**src/rtl/seg_display_pkg.sv**
```systemverilog
// Shared constants for the seven-segment scan display: blank pattern, digit limit and hex font.
package seg_display_pkg;

    localparam logic [7:0] SEG_BLANK  = 8'hFF;
    localparam int         MAX_DIGITS = 8;

    // Active-low glyphs, bit7 (dp) held off; index is the hex value.
    localparam logic [7:0] FONT [16] = '{
        8'hC0, 8'hF9, 8'hA4, 8'hB0, 8'h99, 8'h92, 8'h82, 8'hF8,
        8'h80, 8'h90, 8'h88, 8'h83, 8'hC6, 8'hA1, 8'h86, 8'h8E
    };

    function automatic logic [6:0] hexToSeg(input logic [3:0] nibble);
        return FONT[nibble][6:0];
    endfunction

endpackage

```
**src/rtl/seg_hex_decoder.sv**
```systemverilog
// Combinational nibble + decimal-point to active-low segment pattern.
module seg_hex_decoder
    import seg_display_pkg::*;
(
    input  logic [3:0] nibble_i,
    input  logic       dp_i,
    output logic [7:0] seg_o
);

    assign seg_o = {~dp_i, hexToSeg(nibble_i)};

endmodule

```
**src/rtl/seg_scan_display.sv**
```systemverilog
// Time-multiplexed seven-segment driver with guard gaps, frame latching and leading-zero suppression.
// Optional digit blinking is enabled by defining SEG_SCAN_DISPLAY_BLINK_EN.
module seg_scan_display
    import seg_display_pkg::*;
#(
    parameter int          NUM_DIGITS   = 4,
    parameter logic [15:0] REFRESH_DIV  = 16'd50000,
`ifdef SEG_SCAN_DISPLAY_BLINK_EN
    parameter int          BLINK_FRAMES = 32,
`endif
    parameter logic [15:0] GUARD_CYCLES = 16'd500
)
(
    input  logic                    clk_i,
    input  logic                    rst_i,
    input  logic [4*NUM_DIGITS-1:0] digits_i,
    input  logic [NUM_DIGITS-1:0]   dp_i,
    input  logic [NUM_DIGITS-1:0]   blank_mask_i,
`ifdef SEG_SCAN_DISPLAY_BLINK_EN
    input  logic [NUM_DIGITS-1:0]   blink_mask_i,
`endif
    input  logic                    lz_en_i,
    output logic [7:0]              seg_o,
    output logic [NUM_DIGITS-1:0]   an_o,
    output logic                    frame_start_o
);

    localparam int                IDX_W    = $clog2(MAX_DIGITS);
    localparam logic [IDX_W-1:0]  LAST_IDX = IDX_W'(NUM_DIGITS - 1);

    logic [15:0]             pre_q, pre_d;
    logic [IDX_W-1:0]        idx_q, idx_d;
    logic                    frameValid_q, frameValid_d;
    logic [4*NUM_DIGITS-1:0] digitsLat_q, digitsLat_d;
    logic [NUM_DIGITS-1:0]   dpLat_q, dpLat_d;
    logic [NUM_DIGITS-1:0]   blankLat_q, blankLat_d;
    logic                    lzLat_q, lzLat_d;
    logic [7:0]              seg_q, seg_d;
    logic [NUM_DIGITS-1:0]   an_q, an_d;
    logic                    frameStart_q;

    logic                    tick, capture;
    logic [NUM_DIGITS-1:0]   suppress, blinkHide;
    logic [3:0]              selNibble;
    logic                    selDp, selBlank, selSuppress;
    logic [7:0]              decSeg;

    assign tick    = (pre_q == REFRESH_DIV - 16'd1);
    assign capture = tick && (idx_q == '0);

    // Next-state values; outputs are derived from these so seg/an never lag pre/idx.
    always_comb begin
        pre_d        = tick ? 16'd0 : pre_q + 16'd1;
        idx_d        = idx_q;
        if (tick) begin
            idx_d = (idx_q == '0) ? LAST_IDX : idx_q - IDX_W'(1);
        end
        frameValid_d = frameValid_q | capture;
        digitsLat_d  = capture ? digits_i     : digitsLat_q;
        dpLat_d      = capture ? dp_i         : dpLat_q;
        blankLat_d   = capture ? blank_mask_i : blankLat_q;
        lzLat_d      = capture ? lz_en_i      : lzLat_q;
    end

`ifdef SEG_SCAN_DISPLAY_BLINK_EN
    logic [NUM_DIGITS-1:0] blinkLat_q, blinkLat_d;
    logic                  blinkPhase_q, blinkPhaseLat_q, blinkPhaseLat_d;
    logic [15:0]           blinkCnt_q;

    // The phase is latched with the frame so a blink change never tears a frame.
    assign blinkLat_d      = capture ? blink_mask_i : blinkLat_q;
    assign blinkPhaseLat_d = capture ? blinkPhase_q : blinkPhaseLat_q;
    assign blinkHide       = blinkPhaseLat_d ? blinkLat_d : '0;

    always_ff @(posedge clk_i) begin
        if (rst_i) begin
            blinkLat_q      <= '0;
            blinkPhase_q    <= 1'b0;
            blinkPhaseLat_q <= 1'b0;
            blinkCnt_q      <= '0;
        end else begin
            blinkLat_q      <= blinkLat_d;
            blinkPhaseLat_q <= blinkPhaseLat_d;
            if (frameStart_q) begin
                if (blinkCnt_q == 16'(BLINK_FRAMES - 1)) begin
                    blinkCnt_q   <= '0;
                    blinkPhase_q <= ~blinkPhase_q;
                end else begin
                    blinkCnt_q <= blinkCnt_q + 16'd1;
                end
            end
        end
    end
`else
    assign blinkHide = '0;
`endif

    // A digit is suppressed when it and every digit to its left are zero; digit 0 always shows.
    always_comb begin
        logic zeroAbove;
        zeroAbove = 1'b1;
        suppress  = '0;
        for (int i = NUM_DIGITS - 1; i >= 0; i--) begin
            zeroAbove   = zeroAbove & (digitsLat_d[4*i +: 4] == 4'd0);
            suppress[i] = lzLat_d & zeroAbove & (i != 0);
        end
    end

    always_comb begin
        selNibble   = '0;
        selDp       = 1'b0;
        selBlank    = 1'b0;
        selSuppress = 1'b0;
        for (int i = 0; i < NUM_DIGITS; i++) begin
            if (idx_d == IDX_W'(i)) begin
                selNibble   = digitsLat_d[4*i +: 4];
                selDp       = dpLat_d[i];
                selBlank    = blankLat_d[i] | blinkHide[i];
                selSuppress = suppress[i];
            end
        end
    end

    seg_hex_decoder u_decoder (
        .nibble_i (selNibble),
        .dp_i     (selDp),
        .seg_o    (decSeg)
    );

    always_comb begin
        an_d  = '1;
        seg_d = SEG_BLANK;
        if (frameValid_d && (pre_d >= GUARD_CYCLES) && !selBlank) begin
            for (int i = 0; i < NUM_DIGITS; i++) begin
                an_d[i] = (idx_d != IDX_W'(i));
            end
            seg_d = selSuppress ? {~selDp, 7'h7F} : decSeg;
        end
    end

    always_ff @(posedge clk_i) begin
        if (rst_i) begin
            pre_q        <= '0;
            idx_q        <= '0;
            frameValid_q <= 1'b0;
            digitsLat_q  <= '0;
            dpLat_q      <= '0;
            blankLat_q   <= '0;
            lzLat_q      <= 1'b0;
            seg_q        <= SEG_BLANK;
            an_q         <= '1;
            frameStart_q <= 1'b0;
        end else begin
            pre_q        <= pre_d;
            idx_q        <= idx_d;
            frameValid_q <= frameValid_d;
            digitsLat_q  <= digitsLat_d;
            dpLat_q      <= dpLat_d;
            blankLat_q   <= blankLat_d;
            lzLat_q      <= lzLat_d;
            seg_q        <= seg_d;
            an_q         <= an_d;
            frameStart_q <= capture;
        end
    end

    assign seg_o         = seg_q;
    assign an_o          = an_q;
    assign frame_start_o = frameStart_q;

endmodule
```
**config.mk**
```make
export PLATFORM = sky130hd
export DESIGN_NAME = seg_scan_display
export DESIGN_NICKNAME = d
export VERILOG_FILES = /design/src/rtl/seg_display_pkg.sv /design/src/rtl/seg_hex_decoder.sv /design/src/rtl/seg_scan_display.sv
export SDC_FILE = /design/constraint.sdc
export NUM_CORES = 1
export LEC_CHECK = 0
export BUFFER_PORTS_ARGS = -buffer_cell sky130_fd_sc_hd__buf_4
export CORE_ASPECT_RATIO = 1.5
export CORE_MARGIN = 5
export CORE_UTILIZATION = 35
export CTS_CLUSTER_DIAMETER = 150
export DETAILED_ROUTE_END_ITERATION = 7
export SYNTH_ARGS = -nofsm -noshare
export SYNTH_HDL_FRONTEND = slang
export SYNTH_SLANG_ARGS = --single-unit
```
**constraint.sdc**
```tcl
create_clock -name clk_i -period 7.5 [get_ports clk_i]
set_input_delay 2.25 -clock clk_i [delete_from_list [all_inputs] [get_ports clk_i]]
set_output_delay 2.25 -clock clk_i [all_outputs]
set_load 0.02 [all_outputs]
```
# --- After elaboration in Yosys (flattened, before gate mapping) ---
# Memories as Yosys holds them, arrays and structs flattened. A register that Yosys moved wholly into a read port is not among the register bits.
# Cells that the tools add are included.
# Widths: inputs -> output; s select.
word_totals:
  out_inout_bits: 13
  reg_bits: 51
  memories: 1
  word_cells: 64
  rom_bits: 128
memory_table:
  columns: ["name", "depth", "word_bits", "rd", "rd_clocked_by_memory_dff", "write_ports", "line_no", "source"]
  rows:
  - ["(no name shown)", 16, 8, 1, 1, 0, "seg_display_pkg.sv:14", "return FONT[nibble][6:0];"]
op_classes:
  add_sub_neg: 2
  n_eq_ne: 7
  muxes: 22
  bitwise: 9
  n_lt_le_gt_ge: 1
  n_reduce_logical: 12
op_table:
  columns: ["op", "n"]
  rows:
  - ["$mux 16", 2]
  - ["$mux 4", 6]
  - ["$add 16x1->16 const B", 1]
  - ["$eq 16x16->1 const B", 1]
  - ["$ge 16x9->1 const B", 1]
  - ["$logic_not 4->1", 3]
  - ["$mux 1", 12]
  - ["$eq 3x2->1 const B", 2]
  - ["$logic_not 3->1", 2]
  - ["$mux 3", 2]
  - ["$ne 3x2->1 const B", 2]
  - ["$and 1x1->1", 5]
  - ["$not 4->5", 1]
  - ["$eq 3x1->1 const B", 1]
  - ["$logic_and 1x1->1", 3]
  - ["$ne 3x1->1 const B", 1]
  - ["$reduce_bool 3->1", 1]
  - ["$reduce_or 3->1", 1]
  - ["$sub 3x1->3 const B", 1]
  - ["$not 1->1", 2]
  - ["$reduce_or 2->1", 1]
  - ["$logic_not 1->1", 1]
  - ["$or 1x1->1", 1]

# --- Depth between registers and ports, before layout ---
logic_depth:
  word_depth: 12
  ltp_mapped: 14
  depth_no_buf: 14

# --- Modules after synthesis ---
# A second synthesis with hierarchy kept.
hier_totals:
  hier_cells: 347
  area_unflattened_um2: 3032.9
modules_own_cells:
  columns: ["mod", "cells_each", "instances", "area_per_inst_um2"]
  rows:
  - ["seg_scan_display", 311, 1, 2781.4]
  - ["seg_hex_decoder", 36, 1, 251.5]

# --- Worst setup path before layout ---
# No wires, ideal clock.
synth_timing:
  kind: "input -> register"
  from: "in digits_i[4]"
  to: "reg seg_q[0] (netlist: seg_o[0])"
  slack_ns: 3.755
  path_stages: 8
  t_arrival_ns: 3.629
  path_cell_list: "mux2i_1 -> nor2_1 -> a21oi_1 -> o22a_1 -> inv_1 -> ha_1 -> or3_1 -> a31o_1"
synth_via:
  elab_chain_cells: 8
synth_lines:
  columns: ["item", "line_no", "source"]
  rows:
  - ["start, declared", "seg_scan_display.sv:16", "input logic [4*NUM_DIGITS-1:0] digits_i,"]
  - ["$mux 16 (*)", "seg_scan_display.sv:59", "digitsLat_d = capture ? digits_i : digitsLat_q;"]
  - ["$logic_not 4->1", "seg_scan_display.sv:104", "zeroAbove = zeroAbove & (digitsLat_d[4*i +: 4] == 4'd0);"]
  - ["$and 1x1->1", "seg_scan_display.sv:104", null]
  - ["$and 1x1->1", "seg_scan_display.sv:105", "suppress[i] = lzLat_d & zeroAbove & (i != 0);"]
  - ["$mux 1 (3 in a row)", "seg_scan_display.sv:115", "if (idx_d == IDX_W'(i)) begin"]
  - ["$reduce_or 3->1 (no source line)", null, null]
  - ["end signal, assigned", "seg_scan_display.sv:161", "seg_q <= seg_d;"]
  - ["end, declared", "seg_scan_display.sv:38", "logic [7:0] seg_q, seg_d;"]
# Every way passes the cells marked *; elsewhere a longest branch is shown, timed or not.
# A chain may end at the register's enable or synchronous reset.

# --- Final worst setup path ---
layout_timing:
  from: "reg pre_q[0]"
  to: "reg seg_q[0] (netlist: seg_o[0])"
layout_via:
  elab_chain_cells: 11
layout_lines:
  columns: ["item", "line_no", "source"]
  rows:
  - ["start, declared", "seg_scan_display.sv:31", "logic [15:0] pre_q, pre_d;"]
  - ["start signal, assigned", "seg_scan_display.sv:154", "pre_q <= pre_d;"]
  - ["parallel branches: the longest is 11 deep, another holds $add 16x1->16", null, null]
# Parallel ways; which one is timed is not known.

==> metrics <==
Crit Path Max Fanout=28; final hold vios=0; clock sink total=just under 60; CP Buf/Inv Count=1; WL per Instance=approximately 15 um; boundary pin count=40; crit path kind=flop to flop; CP max stage cell=nor4_4; Post-synth EDFFs=0; RSZ-0062 raised after global routing=no; Syn Std Cell Area=3080 um2; Mapped Nets=383; DRT iter0 DRCs=138; CP peak stage delay=approximately 0.64 ns; final worst-path cycle share=54.2%; Rel. slew slack=52.2%; drt pass-1 iters=4; CTS tree=yes; CP top delay family=simple AND/OR/NAND/NOR gates; Final Setup Violations=0; CTS root buffer=clkbuf_16; area grow syn2layout=19.7%; placed insts=480; Finished Layout Cells=496; Main synth FF type=dfxtp_1; top post-synthesis cells by area=dfxtp_1 (38%), mux2i_1 (7.5%), nor2_1 (6.0%), nand2_1 (4.6%), ha_1 (3.3%); Seq/Total Area, Yosys=around 38%; pwr dens=189 nW/um2; Initial Utilization=35.3%; Synth async-reset ratio=0%; status=finished clean; Required @ worst endpoint=7.72 ns; Slew Limit Fails=0; Synth top area share=37.8%; fmax=0.246 GHz; CTS H-Tree Depth=3; row count=42; fraction of layout cells with a size suffix above 1=18.4%; setup bufs post-CTS=0; CP Capture Type=flop; Netlist cell types=69; vias in the first global route=~2.6k; CTS clk-pin slew, worst paths=0.05 ns; max capacitance violation total=0; register bit count reported by yosys=58; Post-Route WL=between 7000 and 8000 um; Clock Tree Buf Depth=2; WP data arrival=4.28 ns; Total GRT Usage=14.5%; initial antenna violation count=0; startpoint types=flop; Leakage=0.00154 uW; Avg Cell Area, Syn=8.84 um2; chip width=86.5 um; Worst-Margin Slew=0.715 ns; largest net degree at the start of global routing=33; count leader, synth=dfxtp_1; clock latency on the worst-skew pair=around 0.33 ns; Port-buffer cells=39; Final ANT Viol Nets=0; Post-synth top cells=dfxtp_1 (58), nor2_1 (49), nand2_1 (38); number of synthesis warnings=0; vias=about 2.6k; number of remaining DRC errors=0; Worst Skew=0.00755 ns; Worst path most repeated cell=ha_1; Final GP Congestion=0.884; Die H=125 um; VDD IR max=0.133 mV; layout net count=416; PostCTS Resize Cnt=0; n_diodes=0; setup TNS=0 ns; Syn Inst Count=348; cell taking the most area after synthesis=dfxtp_1; average via count per standard cell=between 5 and 6; CTS Hold Bufs=0; CP Cell Sequence=ha_1 > nand4b_4 > nor4_4 > nand2_2 > mux2i_1 > nor2_1 > a21oi_1 > o22a_1 > inv_1 > ha_1 > or3_1 > a31o_1; TritonCTS Buffers=9; die area=10800 um2; minimum clock period=slightly above 4 ns; Core Box Area=about 8700 um2; Worst Hold Class=flop to flop; Overflow after GRT=0; HPWL after DPL=5620 um; first-pass GRT wire length=12500 um; FF-to-FF setup slack=~3.4 ns
-- tightest hold or removal path, cell delays in order, from the launching register on --
cell and delay (ns):
dfxtp_1 0.31, nand2_1 0.05, a21oi_1 0.05
-- final timing paths --
path / start / to / cells past startpoint
max: pre_q[0] / seg_o[0] / 12
min reg2reg: lzLat_q / lzLat_q / 2
min: lzLat_q / lzLat_q / 2
max reg2reg: pre_q[0] / seg_o[0] / 12
-- sequential cells by signal (all words and copies together), names as in the netlist --
name           flops
an_o               4
blankLat_q         4
digitsLat_q       16
dpLat_q            4
frameValid_q       1
frame_start_o      1
idx_q              3
lzLat_q            1
pre_q             16
seg_o              8
-- layout by cell type (no fill, tap or decap), types with 4 or more instances in the layout --
cell type	instances
xor2_1	8
nand3_1	10
a21oi_1	15
or3_1	4
o21ai_1	4
nor2_1	49
clkbuf_16	9
o21ai_0	6
dfxtp_1	58
buf_4	39
inv_1	9
clkbuf_1	4
nor3_1	14
a221o_1	4
nand2b_1	4
nor4_1	5
xnor2_1	7
mux2i_1	23
nand2_1	38
ha_1	8
-- routing by layer --
layer  routed length [um]  GRT usage [%]
met1                 2950           15.3
met2                 4000           25.7
met3                  382           4.63
met4                  159           6.33
met5                    0              0
-- power breakdown --
group	switching, uW	total (uW)	internal [uW]
logic	9.59	20.2	10.6
registers	1.99	312	310
clock network	131	363	232
total	143	695	552
-- through the flow --
step                setup WS, ns  area, um2  utilization (%)  power (uW)  hold slack [ns]
floorplan                   3.76       3080                -         325            0.432
global placement            3.30       3420             39.2         338            0.451
detailed placement          3.27       3420             39.2         339            0.462
CTS                         3.41       3680             42.2         710            0.468
global route                3.06       3680             42.2         724            0.497
finish                      3.43       3680             42.2         695            0.464
-- layout make-up --
class,count,area (um2)
sequential,58,1160
clock inverter,2,12.5
timing repair buffer,39,293
inverter,10,37.5
clock buffer,14,254
fill,916,5040
tap,110,138
multi-input combinational,263,1790
-- kinds of logic (layout without fill, tap and decap cells) --
kind of cell	after synthesis	count (layout)	share of synthesized area [%]
AND/OR/NAND/NOR	147	147	24.9
AO/OA/AOI/OAI	68	68	17.5
flip-flops	58	58	37.8
buffers and inverters	27	65	4.15
multiplexers	25	25	8.22
XOR/XNOR	15	15	4.27
adder cells (fa/ha/maj)	8	8	3.25
Power figures use the tool's default switching activity.
